==> config.mk <==
export PLATFORM = sky130hd
export DESIGN_NAME = udp_video_rx
export DESIGN_NICKNAME = d
export VERILOG_FILES = /design/src/rtl/udp_video_rx.sv
export SDC_FILE = /design/constraint.sdc
export NUM_CORES = 1
export LEC_CHECK = 0
export CAP_MARGIN = 0
export CORE_ASPECT_RATIO = 1.1
export CORE_MARGIN = 8
export CORE_UTILIZATION = 25
export CTS_CLUSTER_SIZE = 8
export DETAILED_ROUTE_END_ITERATION = 10
export DONT_BUFFER_PORTS = 1
export PLACE_DENSITY = 0.45
export SLEW_MARGIN = 25
export SYNTH_ARGS = -nofsm -noshare
export SYNTH_HDL_FRONTEND = slang
export SYNTH_SLANG_ARGS = --single-unit
==> constraint.sdc <==
create_clock -name rx_clk -period 3 [get_ports rx_clk]
set_clock_uncertainty 0.15 [all_clocks]
set_input_delay 0.3 -clock rx_clk [delete_from_list [all_inputs] [get_ports rx_clk]]
set_output_delay 0.3 -clock rx_clk [all_outputs]
set_load 0.03 [all_outputs]
==> src/rtl/udp_video_rx.sv <==
// udp_video_rx: GMII UDP line-packet receiver -> line header, {Y,C} pixel strobes, frame status (CRC check: UDP_VIDEO_RX_CRC_CHECK_EN).
// Latency: line_start/pix_we/frame_done are registered, one cycle after the deciding byte is sampled.
// Backpressure: none; GMII is a push stream and every output is a single-cycle strobe.
module udp_video_rx #(
  parameter logic [47:0] dst_mac     = 48'h002345678902,
  parameter logic [31:0] ip_dst_addr = {8'd192, 8'd168, 8'd0, 8'd2},
  parameter logic [15:0] udp_port    = 16'h3039,
  parameter logic [10:0] pix_bytes   = 11'd1280
) (
  input  logic        rx_clk,
  input  logic        sys_rst_n,
  input  logic        id,
  input  logic        rx_dv,
  input  logic        rx_er,
  input  logic [7:0]  rxd,
  output logic        line_start,
  output logic [15:0] line_hdr,
  output logic        pix_we,
  output logic [15:0] pix_data,
  output logic        frame_done,
  output logic        frame_ok,
  output logic [15:0] err_cnt
);

  typedef enum logic [3:0] {IDLE, PRE, ETH, IP, UDP, HDR, PAY, FCS, TAIL, DROP} state_t;

  state_t      st, nxt;
  logic [10:0] cnt;
  logic        armed, err_r;
  logic [7:0]  byte_hold;
  logic [47:0] mac_exp;
  logic [31:0] ip_exp;
  logic [7:0]  mac_byte, ip_byte;
  logic        eth_bad, ip_bad, udp_bad, crc_ok;
  logic        in_frame, err_now, hdr_hi_cap, hdr_lo_cap, y_cap, pix_fire, done_fire, done_ok;

  assign mac_exp  = dst_mac - {47'd0, id};
  assign ip_exp   = {ip_dst_addr[31:8], ip_dst_addr[7:0] - {7'd0, id}};
  assign mac_byte = 8'(mac_exp >> {3'd5 - cnt[2:0], 3'b000});
  assign ip_byte  = 8'(ip_exp >> {2'd3 - cnt[1:0], 3'b000});

  assign eth_bad = (cnt < 11'd6 && rxd != mac_byte) || (cnt == 11'd12 && rxd != 8'h08) ||
                   (cnt == 11'd13 && rxd != 8'h00);
  assign ip_bad  = (cnt == 11'd0 && rxd != 8'h45) || (cnt == 11'd9 && rxd != 8'h11) ||
                   (cnt >= 11'd16 && rxd != ip_byte);
  assign udp_bad = (cnt == 11'd2 && rxd != udp_port[15:8]) || (cnt == 11'd3 && rxd != udp_port[7:0]);

  always_ff @(posedge rx_clk or negedge sys_rst_n) begin
    if (!sys_rst_n) begin
      st  <= IDLE;
      cnt <= '0;
    end else begin
      st  <= nxt;
      cnt <= (nxt != st) ? 11'd0 : cnt + 11'd1;
    end
  end

  always_comb begin
    nxt = st;
    case (st)
      IDLE: if (rx_dv) nxt = (armed && !rx_er && rxd == 8'h55) ? PRE : DROP;
      PRE:  if (!rx_dv || rx_er)               nxt = DROP;
            else if (rxd == 8'hD5)             nxt = ETH;
            else if (rxd != 8'h55)             nxt = DROP;
      ETH:  if (!rx_dv || rx_er || eth_bad)    nxt = DROP;
            else if (cnt == 11'd13)            nxt = IP;
      IP:   if (!rx_dv || rx_er || ip_bad)     nxt = DROP;
            else if (cnt == 11'd19)            nxt = UDP;
      UDP:  if (!rx_dv || rx_er || udp_bad)    nxt = DROP;
            else if (cnt == 11'd7)             nxt = HDR;
      HDR:  if (!rx_dv)                        nxt = IDLE;
            else if (cnt == 11'd1)             nxt = PAY;
      PAY:  if (!rx_dv)                        nxt = IDLE;
            else if (cnt == pix_bytes - 11'd1) nxt = FCS;
      FCS:  if (!rx_dv)                        nxt = IDLE;
            else if (cnt == 11'd3)             nxt = TAIL;
      TAIL: if (!rx_dv)                        nxt = IDLE;
      DROP: if (!rx_dv)                        nxt = IDLE;
      default:                                 nxt = IDLE;
    endcase
  end

  // Once past UDP the frame is committed: errors are latched and reported at frame end.
  always_comb begin
    in_frame   = st inside {HDR, PAY, FCS, TAIL};
    err_now    = err_r || (rx_dv && (rx_er || st == TAIL));
    hdr_hi_cap = st == HDR && rx_dv && cnt == 11'd0;
    hdr_lo_cap = st == HDR && rx_dv && cnt == 11'd1;
    y_cap      = st == PAY && rx_dv && !cnt[0];
    pix_fire   = st == PAY && rx_dv && cnt[0] && !err_now;
    done_fire  = in_frame && !rx_dv;
    done_ok    = st == TAIL && !err_r && crc_ok;
  end

  always_ff @(posedge rx_clk or negedge sys_rst_n) begin
    if (!sys_rst_n) begin
      armed      <= 1'b0;
      err_r      <= 1'b0;
      byte_hold  <= '0;
      line_start <= 1'b0;
      line_hdr   <= '0;
      pix_we     <= 1'b0;
      pix_data   <= '0;
      frame_done <= 1'b0;
      frame_ok   <= 1'b0;
      err_cnt    <= '0;
    end else begin
      armed      <= armed || !rx_dv;
      err_r      <= in_frame && err_now;
      line_start <= hdr_lo_cap;
      pix_we     <= pix_fire;
      frame_done <= done_fire;
      frame_ok   <= done_fire && done_ok;
      if (hdr_hi_cap || y_cap) byte_hold <= rxd;
      if (hdr_lo_cap)          line_hdr  <= {byte_hold, rxd};
      if (pix_fire)            pix_data  <= {byte_hold, rxd};
      if (done_fire && !done_ok && err_cnt != 16'hFFFF) err_cnt <= err_cnt + 16'd1;
    end
  end

`ifdef UDP_VIDEO_RX_CRC_CHECK_EN
  logic [31:0] crc;

  function automatic logic [31:0] crc_byte(input logic [31:0] c, input logic [7:0] d);
    logic [31:0] r;
    r = c;
    for (int i = 0; i < 8; i++)
      r = (r[0] ^ d[i]) ? ((r >> 1) ^ 32'hEDB88320) : (r >> 1);
    return r;
  endfunction

  always_ff @(posedge rx_clk or negedge sys_rst_n) begin
    if (!sys_rst_n)                                        crc <= '1;
    else if (st == PRE)                                    crc <= '1;
    else if (rx_dv && st inside {ETH, IP, UDP, HDR, PAY, FCS}) crc <= crc_byte(crc, rxd);
  end

  // LSB-first register; the residue constant is stated MSB-first.
  assign crc_ok = ({<<{crc}} == 32'hC704DD7B);
`else
  assign crc_ok = 1'b1;
`endif

endmodule
[Yosys cells after proc, flatten, opt, wreduce, memory -nomap -nowiden]
Index checks and enable logic that the tools add are counted.
Operators by class
  $add $sub $neg: 6
  multipliers: 0
  divide/modulo/power cells: 0
  $lt $le $gt $ge: 2
  equality and inequality tests: 30
  shifts and indexed selects: 2
  multiplexer cells: 20
  bitwise logic cells: 0
  reductions and logical operators: 48
Operators by type and width (number)
  $mux W4: 18
  $shr A48 B6 Y8: 1
  $sub A38 B1 Y39 const A: 1
  $pmux W4 S9: 1
  $eq A11 B4 Y1 const B: 3
  $shr A32 B5 Y8: 1
  $logic_and A1 B1 Y1: 24
  $eq A11 B2 Y1 const B: 2
  $add A16 B1 Y16 const B: 1
  $eq A4 B3 Y1 const B: 4
  $ne A16 B16 Y1 const B: 1
  $ne A8 B6 Y1 const B: 2
  $ne A8 B7 Y1 const B: 2
  $ne A8 B8 Y1: 2
  $logic_or A1 B1 Y1: 13
  $add A11 B1 Y11 const B: 1
  $eq A11 B1 Y1 const B: 1
  $eq A11 B11 Y1 const B: 1
  $eq A11 B3 Y1 const B: 1
  $eq A11 B5 Y1 const B: 1
  $ge A11 B5 Y1 const B: 1
  $logic_not A11 Y1: 1
  $lt A11 B3 Y1 const B: 1
  $mux W11: 1
  other kinds (16): 23
Word-level totals
  bits in registers: 77
  latch bits: 0
  memory bits (writable): 0
  memory bits (read-only): 0
  input port bits: 13
  output and inout port bits: 52
  word-level logic and storage cells: 120
  memories: 0

[Logic depth before layout (Yosys ltp)]
Gate-level depths: netlist of run 1.
  depth after elaboration: 11
  mapped depth: 11
  depth with buffers taken out: 9

[Worst setup path after synthesis of run 1]
No wires, ideal clock.
  path kind: reg2reg
  start point: reg cnt[5]
  end point: reg line_hdr[9]
  setup time: 125 ps
  arrival time: 2525 ps
  required time: 2725 ps
  slack: 200 ps
  stages on the path, launching flop included: 8
  path buffers: 2
  period minus slack after synthesis: 2800 ps
  cells stage by stage: dfrtp_1 -> or4_1 -> buf_2 -> or3_1 -> or2_1 -> nor3_4 -> buf_6 -> mux2_2
Between the ends
  longest elaborated chain between the ends: 2
RTL lines
  start, declared: RTL line 28  | logic [10:0] cnt;
  start signal, assigned: RTL line 54  | cnt <= (nxt != st) ? 11'd0 : cnt + 11'd1;
  $eq A11 B1 Y1: RTL line 88  | hdr_lo_cap = st == HDR && rx_dv && cnt == 11'd1;
  $logic_and A1 B1 Y1: RTL line 88
  end signal, assigned: RTL line 115  | if (hdr_lo_cap) line_hdr <= {byte_hold, rxd};
  end, declared: RTL line 17  | output logic [15:0] line_hdr,
Every way passes these cells.
A chain may end at the register's enable or synchronous reset.

[Worst setup path in the final report of run 1]
  start point: reg cnt[5]
  end point: reg cnt[1]
Between the ends
  longest elaborated chain between the ends: 9
  elaborated cells between the ends (all ways): 43
  classes of those cells: 2 x order compare; 10 x eq/ne; 14 x mux; 17 x reduce/logical
RTL lines
  $lt A11 B3 Y1, or another cell as far along: RTL line 42  | assign eth_bad = (cnt < 11'd6 && rxd != mac_byte) || (cnt == 11'd12 && rxd != 8'h08) ||
  $logic_and A1 B1 Y1 (on tied branches): RTL line 42, 44
  $logic_or A1 B1 Y1 (on tied branches) (2 in a row): RTL line 42, 44
  $logic_or A1 B1 Y1 (on tied branches): RTL line 65, 67
  $mux W4 (on tied branches): RTL line 65, 67
  $pmux W4 S9 *: RTL line 60  | case (st)
  $ne A4 B4 Y1 *: RTL line 54
  $mux W11 *: RTL line 54
Mark *: on every way between the ends. The rest lies on a longest branch, timed or not.

==> results of run 1 <==
==> power breakdown <==
group / switching (W) / internal (W) / leakage, nW
sequential: 0.000122 / 0.00110 / 1.06
clock: 0.000428 / 0.000893 / 0.172
combinational: 0.000435 / 0.000318 / 1.02
==> critical path: stages, from the launching register on <==
cell,delay [ns]
dfrtp_1,0.41
or4_4,0.58
buf_4,0.17
nor4_1,0.29
o21ai_0,0.14
a311o_1,0.38
a21o_2,0.23
a21oi_2,0.16
buf_12,0.17
nor3b_1,0.05
==> worst paths after layout <==
path	startpoint	end	slack (ns)	depth (start not counted)
hold / removal	rx_dv	err_r	0.02	2
setup / recovery	cnt[5]	cnt[1]	0.16	9
hold reg to reg	armed	armed	0.31	1
max in group asynchronous	sys_rst_n	line_hdr[6]	2.00	2
min in group asynchronous	sys_rst_n	err_cnt[12]	0.38	2
setup reg to reg	cnt[5]	cnt[1]	0.16	9
==> metal layers <==
layer	GRT usage (%)	vias up
met2	18.1	74
met4	4.81	0
met1	12.4	1506
met3	3.07	10
li1	-	1435
met5	0	-
==> what timing repair did <==
item,CTS,global route
resized for setup,1,2
hold buffers,11,0
pin swaps,0,1
cloned,0,0
setup endpoints to repair,2,11
endpoints found under the hold margin,104,0
==> cell usage after synthesis, types with 2 or more instances <==
cell type / count
clkbuf_8: 4
and4_1: 6
mux2_2: 32
o21ai_0: 10
nor2_1: 23
clkbuf_1: 8
o31ai_1: 3
nor3_2: 10
nor2b_1: 5
buf_6: 7
mux2_1: 9
a31oi_1: 4
nor3_1: 9
or4_1: 3
or2_2: 2
nor3b_1: 2
ha_1: 7
or3_1: 4
inv_1: 10
nand4_1: 5
nand2_1: 24
a21o_1: 2
a41oi_1: 3
xor2_1: 14
a21oi_1: 7
xnor2_1: 15
nand2b_1: 5
nand3_1: 13
o22ai_1: 2
nand3b_1: 5
nor4_1: 7
a21oi_2: 2
dfrtp_1: 77
and3_1: 7
buf_2: 2
and2_1: 3
==> logic make-up after synthesis <==
logic type	Yosys count
and+or+nand+nor	141
DFF	77
AOI/OAI and AO/OA	54
muxes	42
buffers and inverters	33
xor gates and xnor gates	29
adders and majority gates	7
==> stage by stage <==
step,worst slack (ns),cell area (um2),total power [W]
floorplan,0.200,4240,0.00174
detailed placement,0.0257,4570,0.00194
global route,0.00758,5070,0.00344
finish,0.160,5070,0.00329
global placement,-0.0955,4570,0.00194
CTS,0.0700,5060,0.00334
==> flip-flops by register name, summed over array words and instances (netlist names), 4 cells and up <==
signal	cells
st	4
err_cnt	16
cnt	11
line_hdr	16
byte_hold	8
pix_data	16
==> layout make-up <==
cell class	instances	area (um2)	share of cell area (%)
inverter	10	37.5	0.740
timing repair buffer	40	383	7.55
sequential	77	1930	38.0
tap	208	260	5.13
clock buffer	9	225	4.44
multi-input combinational	273	2100	41.5
clock inverter	6	136	2.69
==> impl_metrics.yaml, run 1 <==
logic_synthesis:
  postSynth.asyncResetShare_pct: 100
  avgSynthCellArea_um2: 11.1
  synth_area_um2: 4240
  yosysTopAreaCellShare_pct: 45.4
  synth-edff-count: 0
  yosysWarnings: 0
  ys_top_cells_by_area: "dfrtp_1 45%, mux2_2 8.5%, xnor2_1 3.1%"
  ys_ff_latch: 77
  syn_inst: 383
  yosys.area_share.simple_pct: 20.0
  synth_compound_area_share_pct: 10.1
  synth_top_family_by_area: "simple AND/OR/NAND/NOR gates"
  synthMuxAreaShare_pct: 11.1
  synth_seq_area_share_pct: 45.4
  synth_nets: 403
  synth_top_cell_by_area: "dfrtp_1"
  synth_xor_area_share_pct: 5.99
  ys.flop_type: "dfrtp_1"
  synth_cell_type_count: 68
  synth_fa_ha_area_share_pct: 2.06
clocking:
  cts_setup_buffers: 0
  clk_path_buf_depth: 2
  cts.clk_slew.worst_paths_ns: 0.06
  cts_tree: "done"
  worstSkewPairLatency_ns: 0.34
  cts-htree-levels: 3
  cts-root-buf: "clkbuf_16"
  cts_made_buffers: 9
  clock-sinks: 77
floorplan:
  num_rows: 50
  die_h_um: 153
  initial_core_util_pct: 25.2
  core_area_um2: 16800
  die_w_um: 140
  pin_count: 65
  die_area_um2: 21400
power:
  ir_worst_vdd_v: 0.000361
  power_density_nw_per_um2: 649
  leakage_nw: 2.25
cells_and_area:
  areaGrowthSynthToFinish_pct: 19.6
  finalNetCount: 431
  final_common_cell: "dfrtp_1"
  diodes: 0
  final_cell_mix: "77 x dfrtp_1, 32 x mux2_2, 26 x buf_4"
  layout-drive-gt1-share_pct: 25.3
  instances_no_fill: 623
  fill_cells: 1721
  final_util_pct: 30.1
global_route:
  grt_pass1_wl_um: 18200
  overflow: 0
  grtUsageTotal_pct: 10.7
  grt_pass1_vias: 3165
  grt_max_degree: 78
  antenna_found_initial: 0
sta:
  fmax_mhz: 352
  timing.final.crit_share_pct: 94.7
  worstMarginPinSlew_ns: 0.562
  whs_ns: 0.0243
  rsz0062_at_grt: "no"
  hold_viol: 0
  finalSetupViolCount: 0
  slew_viol_final: 0
  setup_tns_ns: 0
  maxSlewHeadroom_pct: 62.1
  fin_crit_ns: 2.84
worst_hold_path:
  hp-class: "in2reg"
status:
  outcome: "complete, no violations"
place:
  hpwl_um: 8110
  placedCellCount: 597
  place_congestion: 0.896
  portBuffers: 0
detailed_routing:
  routedWlPerCell_um: 18.2
  drt_iter0_markers: 161
  top_layer: "met4"
  dr.pass1.iters: 6
  antenna_left: 0
  drc: 0
  dr_wl_met3_um: 663
  m1WireLength_um: 4780
  drt-total-wl_um: 11300
  route.met2.wl_um: 5680
  drt-vias-per-instance: 4.86
  dr_total_vias: 3025
run:
  cap_viol_max_count: 0
setup_path:
  critical_path_class: "reg2reg"
  start_kind: "register"
  cp.required_ns: 3.08
  cp-end-kind: "register"
  arrival_ns: 2.92
  worstPathMaxFanout: 11
No activity file was read; power rests on OpenSTA's default activity.
==> run 2, diff against run 1 <==
Settings changed: ABC_AREA set to 1, SKIP_LAST_GASP set to 1.
==> run 2 against run 1 <==
Compared with the run above: sequential share of layout area down 0.21 points; first-iteration DRC count up 11%; clock power down 5%; routed wire length up 7.6%; critical endpoint is now cnt[10]; highest routed layer unchanged.
==> impl_metrics.yaml, run 2 <==
detailed_routing:
  antenna_left: 0
  drc: 0
  drt-vias-per-instance: 4.54
  dr.pass1.iters: 4
  drt-total-wl_um: 12200
  dr_total_vias: 3619
  routedWlPerCell_um: 15.3
  drt_iter0_markers: 178
cells_and_area:
  layout-drive-gt1-share_pct: 16.3
  finalInstanceArea_um2: 5100
  finalNetCount: 579
  reg_top3: "err_cnt (16), line_hdr (16), pix_data (16)"
  areaGrowthSynthToFinish_pct: 17.1
  multi_input_area_um2: 2140
  diodes: 0
  fill_cells: 1851
  final_cell_mix: "130 x nand2_1, 76 x dfrtp_1, 51 x nor2_1"
  final_util_pct: 29.9
  seqCellArea_um2: 1930
  final_common_cell: "nand2_1"
logic_synthesis:
  syn_inst: 544
  yosysWarnings: 0
  yosysMostFrequentCell: "nand2_1"
  synth_seq_area_share_pct: 44.2
  postSynth.asyncResetShare_pct: 100
  synth_area_um2: 4360
  synth-edff-count: 0
  avgSynthCellArea_um2: 8.01
  synth_cell_type_count: 37
  synth_nets: 564
  ys_top_cells_by_area: "dfrtp_1 44%, nand2_1 11%, nand3_1 5.2%"
  synth_common_cells: "130 x nand2_1, 77 x dfrtp_1, 51 x nor2_1"
  synth_top_cell_by_area: "dfrtp_1"
  ys.flop_type: "dfrtp_1"
  yosysTopAreaCellShare_pct: 44.2
  ys_ff_latch: 77
setup_path:
  critical_path_class: "reg2reg"
  arrival_ns: 2.78
  worstPathMaxFanout: 11
  cp-end-kind: "register"
  regToRegStartpoint: "cnt[1]"
  cp.required_ns: 3.10
  start_kind: "register"
  crit_path_start: "cnt[1]"
clocking:
  worstSkewPairLatency_ns: 0.34
  cts-root-buf: "clkbuf_16"
  cts-htree-levels: 3
  cts.clk_slew.worst_paths_ns: 0.06
  cts_setup_buffers: 0
  cts_made_buffers: 9
  cts_tree: "done"
  clock-sinks: 77
  clk_path_buf_depth: 2
sta:
  setup_tns_ns: 0
  slew_viol_final: 0
  rsz0062_at_grt: "no"
  maxSlewHeadroom_pct: 65.0
  hold_viol: 0
  fin_crit_ns: 2.68
  worstMarginPinSlew_ns: 0.525
  finalSetupViolCount: 0
  fmax_mhz: 373
  finalWorstSetupSlack_ns: 0.317
  timing.final.crit_share_pct: 89.4
power:
  ir_worst_vdd_v: 0.000343
  total_power_w: 0.00350
  leakage_nw: 2.32
  power_density_nw_per_um2: 686
floorplan:
  die_area_um2: 21900
  die_h_um: 154
  num_rows: 50
  core_area_um2: 17100
  initial_core_util_pct: 25.5
  die_w_um: 142
  pin_count: 65
global_route:
  grtUsageTotal_pct: 11.8
  antenna_found_initial: 0
  overflow: 0
  grt_pass1_wl_um: 20200
  grt_pass1_vias: 3657
  grt_max_degree: 78
place:
  portBuffers: 0
  place_congestion: 0.862
  place_area_um2: 4610
  hpwl_um: 8990
  dp_worst_setup_slack_ns: 0.108
run:
  cap_viol_max_count: 0
status:
  outcome: "complete, no violations"
worst_hold_path:
  hold_start: "rxd[2]"
  hp-class: "in2reg"
[run 2: power breakdown]
group	switching, W	internal (W)	total (W)
logic	0.000635	0.000298	0.000934
registers	0.000205	0.00111	0.00131
clock network	0.000435	0.000818	0.00125
total	0.00127	0.00223	0.00350
[run 2: final timing paths]
path / end / depth (start not counted) / slack (ns)
max in group asynchronous: cnt[1] / 2 / 1.99
min reg2reg: armed / 1 / 0.32
max: cnt[10] / 15 / 0.32
min: pix_data[2] / 2 / 0.03
min in group asynchronous: line_start / 2 / 0.34
max reg2reg: cnt[10] / 15 / 0.32
[run 2: critical path, stage by stage (launching register included)]
cell     delay (ns)
dfrtp_2        0.46
inv_1          0.10
ha_1           0.27
inv_2          0.12
nand2_1        0.13
nand3_1        0.12
nand2_1        0.05
nor2_1         0.08
nand3_1        0.09
o21ai_2        0.21
nand3_1        0.10
nand2_1        0.10
nand2_2        0.07
nand2_2        0.08
nand3_4        0.19
nor3_1         0.26
[run 2: cell families (layout without fill, tap and decap cells)]
family | count (synthesis) | after routing | share of synthesized area (%)
compound gates | 64 | 64 | 7.75
fa+ha+maj | 7 | 7 | 2.01
flops | 77 | 77 | 44.2
xor+xnor | 22 | 22 | 4.42
buf+inv | 74 | 94 | 7.06
mux | 1 | 1 | 0.258
simple gates | 299 | 299 | 34.3
[run 2: repair_timing]
item                                    in CTS  in global routing
resized for setup                            0                  3
hold buffers                                11                  0
endpoints found under the setup margin       0                 11
hold endpoints to repair                    90                  0
[run 2: per-stage QoR]
| step | instances | hold WS [ns] |
|---|---|---|
| floorplan | 544 | -0.146 |
| global placement | 771 | -0.142 |
| detailed placement | 771 | -0.142 |
| CTS | 798 | 0.0127 |
| global route | 798 | 0.0431 |
| finish | 798 | 0.0296 |
[run 2: metal layers]
layer | track usage (%) | vias up | wire length (um)
met1 | 14.7 | 1713 | 5330
li1 | - | 1794 | -
met4 | 5.58 | 0 | 306
met5 | 0 | - | 0
met3 | 3.23 | 21 | 825
met2 | 18.6 | 91 | 5730
[run 2: area by class of cell]
class | count | area share [%]
clock buffers | 13 | 5.49
clock inverters | 3 | 1.27
inverters | 63 | 4.71
multi-input cells | 393 | 41.9
flip-flops and latches | 77 | 37.8
well taps | 234 | 5.74
repair buffers | 15 | 3.09
==> run 3, diff against run 2 <==
Settings changed: PLACE_DENSITY 0.45 to 0.43.
Clock period 3 ns to 2.8 ns, I/O delays scaled along.
==> run 3 against run 2 <==
Compared with the run above: clock power shrank 9%; count of clock-buffer cells in the layout shrank 4; fmax grew 5.9%; register-to-register slack lost 0.05 ns; setup slack lost 0.051 ns; critical path type unchanged.
==> impl_metrics.yaml, run 3 (synthesized netlist as in run 2, its figures left out) <==
status:
  outcome: "complete, no violations"
setup_path:
  cp.required_ns: 2.91
  cp.depth: 19
  worstPathMaxFanout: 11
  critical_path.endpoint: "cnt[10]"
  start_kind: "register"
  cp_num_buf_inv: 3
  crit_family: "simple AND/OR/NAND/NOR gates"
  regToRegStartpoint: "cnt[0]"
  cp-end-kind: "register"
  critical_path_class: "reg2reg"
  crit_slowest_cell: "dfrtp_2"
  r2r_setup_slack_ns: 0.27
  path_cells: "inv_1 -> ha_1 -> inv_1 -> nand2_1 -> nand2_1 -> nor2_1 -> nand2_1 -> nor2_1 -> nand2_1 -> nand2_2 -> nand2_1 -> nand2_2 -> nand3_1 -> nor2_2 -> nand2_2 -> nand2_1 -> nand3_2 -> buf_12 -> nor3_1"
  crit_path_start: "cnt[0]"
  worstReg2RegEnd: "cnt[10]"
  cpMostUsedCell: "nand2_1"
  arrival_ns: 2.64
  reg2reg_depth: 19
  cpPeakStageDelay_ns: 0.45
sta:
  fmax_mhz: 395
  worstMarginPinSlew_ns: 0.555
  setup_tns_ns: 0
  finalSetupViolCount: 0
  finalWorstSetupSlack_ns: 0.266
  maxSlewHeadroom_pct: 63.0
  timing.final.crit_share_pct: 90.5
  fin_crit_ns: 2.53
  hold_viol: 0
  rsz0062_at_grt: "no"
  slew_viol_final: 0
clocking:
  cts-root-buf: "clkbuf_16"
  clk_path_buf_depth: 2
  cts_made_buffers: 9
  cts-htree-levels: 3
  worstSkewPairLatency_ns: 0.35
  cts_tree: "done"
  clock-sinks: 77
  cts.clk_slew.worst_paths_ns: 0.07
power:
  ir_worst_vdd_v: 0.000353
  leakage_nw: 2.37
  power_density_nw_per_um2: 728
global_route:
  grtUsageTotal_pct: 11.7
  grt_pass1_vias: 3652
  grt_max_degree: 78
  antenna_found_initial: 0
  grt_pass1_wl_um: 20000
  overflow: 0
place:
  portBuffers: 0
  placedCellCount: 779
  place_congestion: 0.887
  dp_worst_setup_slack_ns: 0.123
  hpwl_um: 9170
cells_and_area:
  instances_no_fill: 814
  seqCellArea_um2: 1930
  areaGrowthSynthToFinish_pct: 18.8
  fill_cells: 1854
  multi_input_area_um2: 2120
  finalNetCount: 595
  diodes: 0
  final_cell_mix: "130 x nand2_1, 74 x dfrtp_1, 51 x nor2_1"
  layout-drive-gt1-share_pct: 19.0
  final_util_pct: 30.3
  reg_top3: "err_cnt (16), line_hdr (16), pix_data (16)"
  final_common_cell: "nand2_1"
detailed_routing:
  antenna_left: 0
  dr.pass1.iters: 4
  drt-vias-per-instance: 4.49
  drt-total-wl_um: 12500
  routedWlPerCell_um: 15.3
  drc: 0
  drt_iter0_markers: 201
  dr_total_vias: 3655
floorplan:
  die_w_um: 142
  num_rows: 50
  initial_core_util_pct: 25.5
  core_area_um2: 17100
  pin_count: 65
  die_area_um2: 21900
  die_h_um: 154
run:
  cap_viol_max_count: 0
worst_hold_path:
  hp-class: "in2reg"
-- run 3: what timing repair did --
action | in CTS | in global routing
endpoints found under the setup margin | 0 | 11
endpoints found under the hold margin | 92 | 0
buffers inserted | 0 | 8
hold buffers | 11 | 0
resized for setup | 0 | 3
-- run 3: worst min path at each step --
stage	start	to	slack (ns)	cells past startpoint
floorplan	sys_rst_n	armed	-0.17	0
global placement	sys_rst_n	pix_data[12]	-0.16	0
detailed placement	sys_rst_n	pix_data[14]	-0.16	0
CTS	rx_dv	armed	0.002	2
global route	rx_dv	armed	0.02	2
finish	rx_dv	armed	0.02	2
-- run 3: power by group --
group	total, W	switching (W)	internal (W)
Sequential	0.00132	0.000131	0.00119
Combinational	0.00131	0.000814	0.000496
Clock	0.00114	0.000516	0.000622
Total	0.00377	0.00146	0.00231
-- run 3: area by class of cell --
type | instances | area share, %
Sequential cell | 77 | 37.3
Clock buffer | 9 | 4.35
Multi-Input combinational cell | 393 | 41.0
Inverter | 63 | 4.64
Clock inverter | 7 | 1.23
Timing Repair Buffer | 31 | 5.85
Tap cell | 234 | 5.65
-- run 3: per-stage QoR --
stage	total power, W	hold slack, ns	instance area (um2)
after global routing	0.00401	0.0164	5180
after CTS	0.00377	0.00159	5120
after global placement	0.00254	-0.163	4700
after floorplan	0.00218	-0.166	4360
after detailed placement	0.00256	-0.163	4700
final	0.00377	0.0167	5180
-- run 3: layer usage --
metal | track usage (%) | vias up | part of all wire [%]
li1 | - | 1816 | -
met1 | 13.3 | 1697 | 41
met2 | 19.6 | 114 | 48
met3 | 3.63 | 28 | 7.0
met4 | 5.68 | 0 | 3.1
met5 | 0 | - | 0
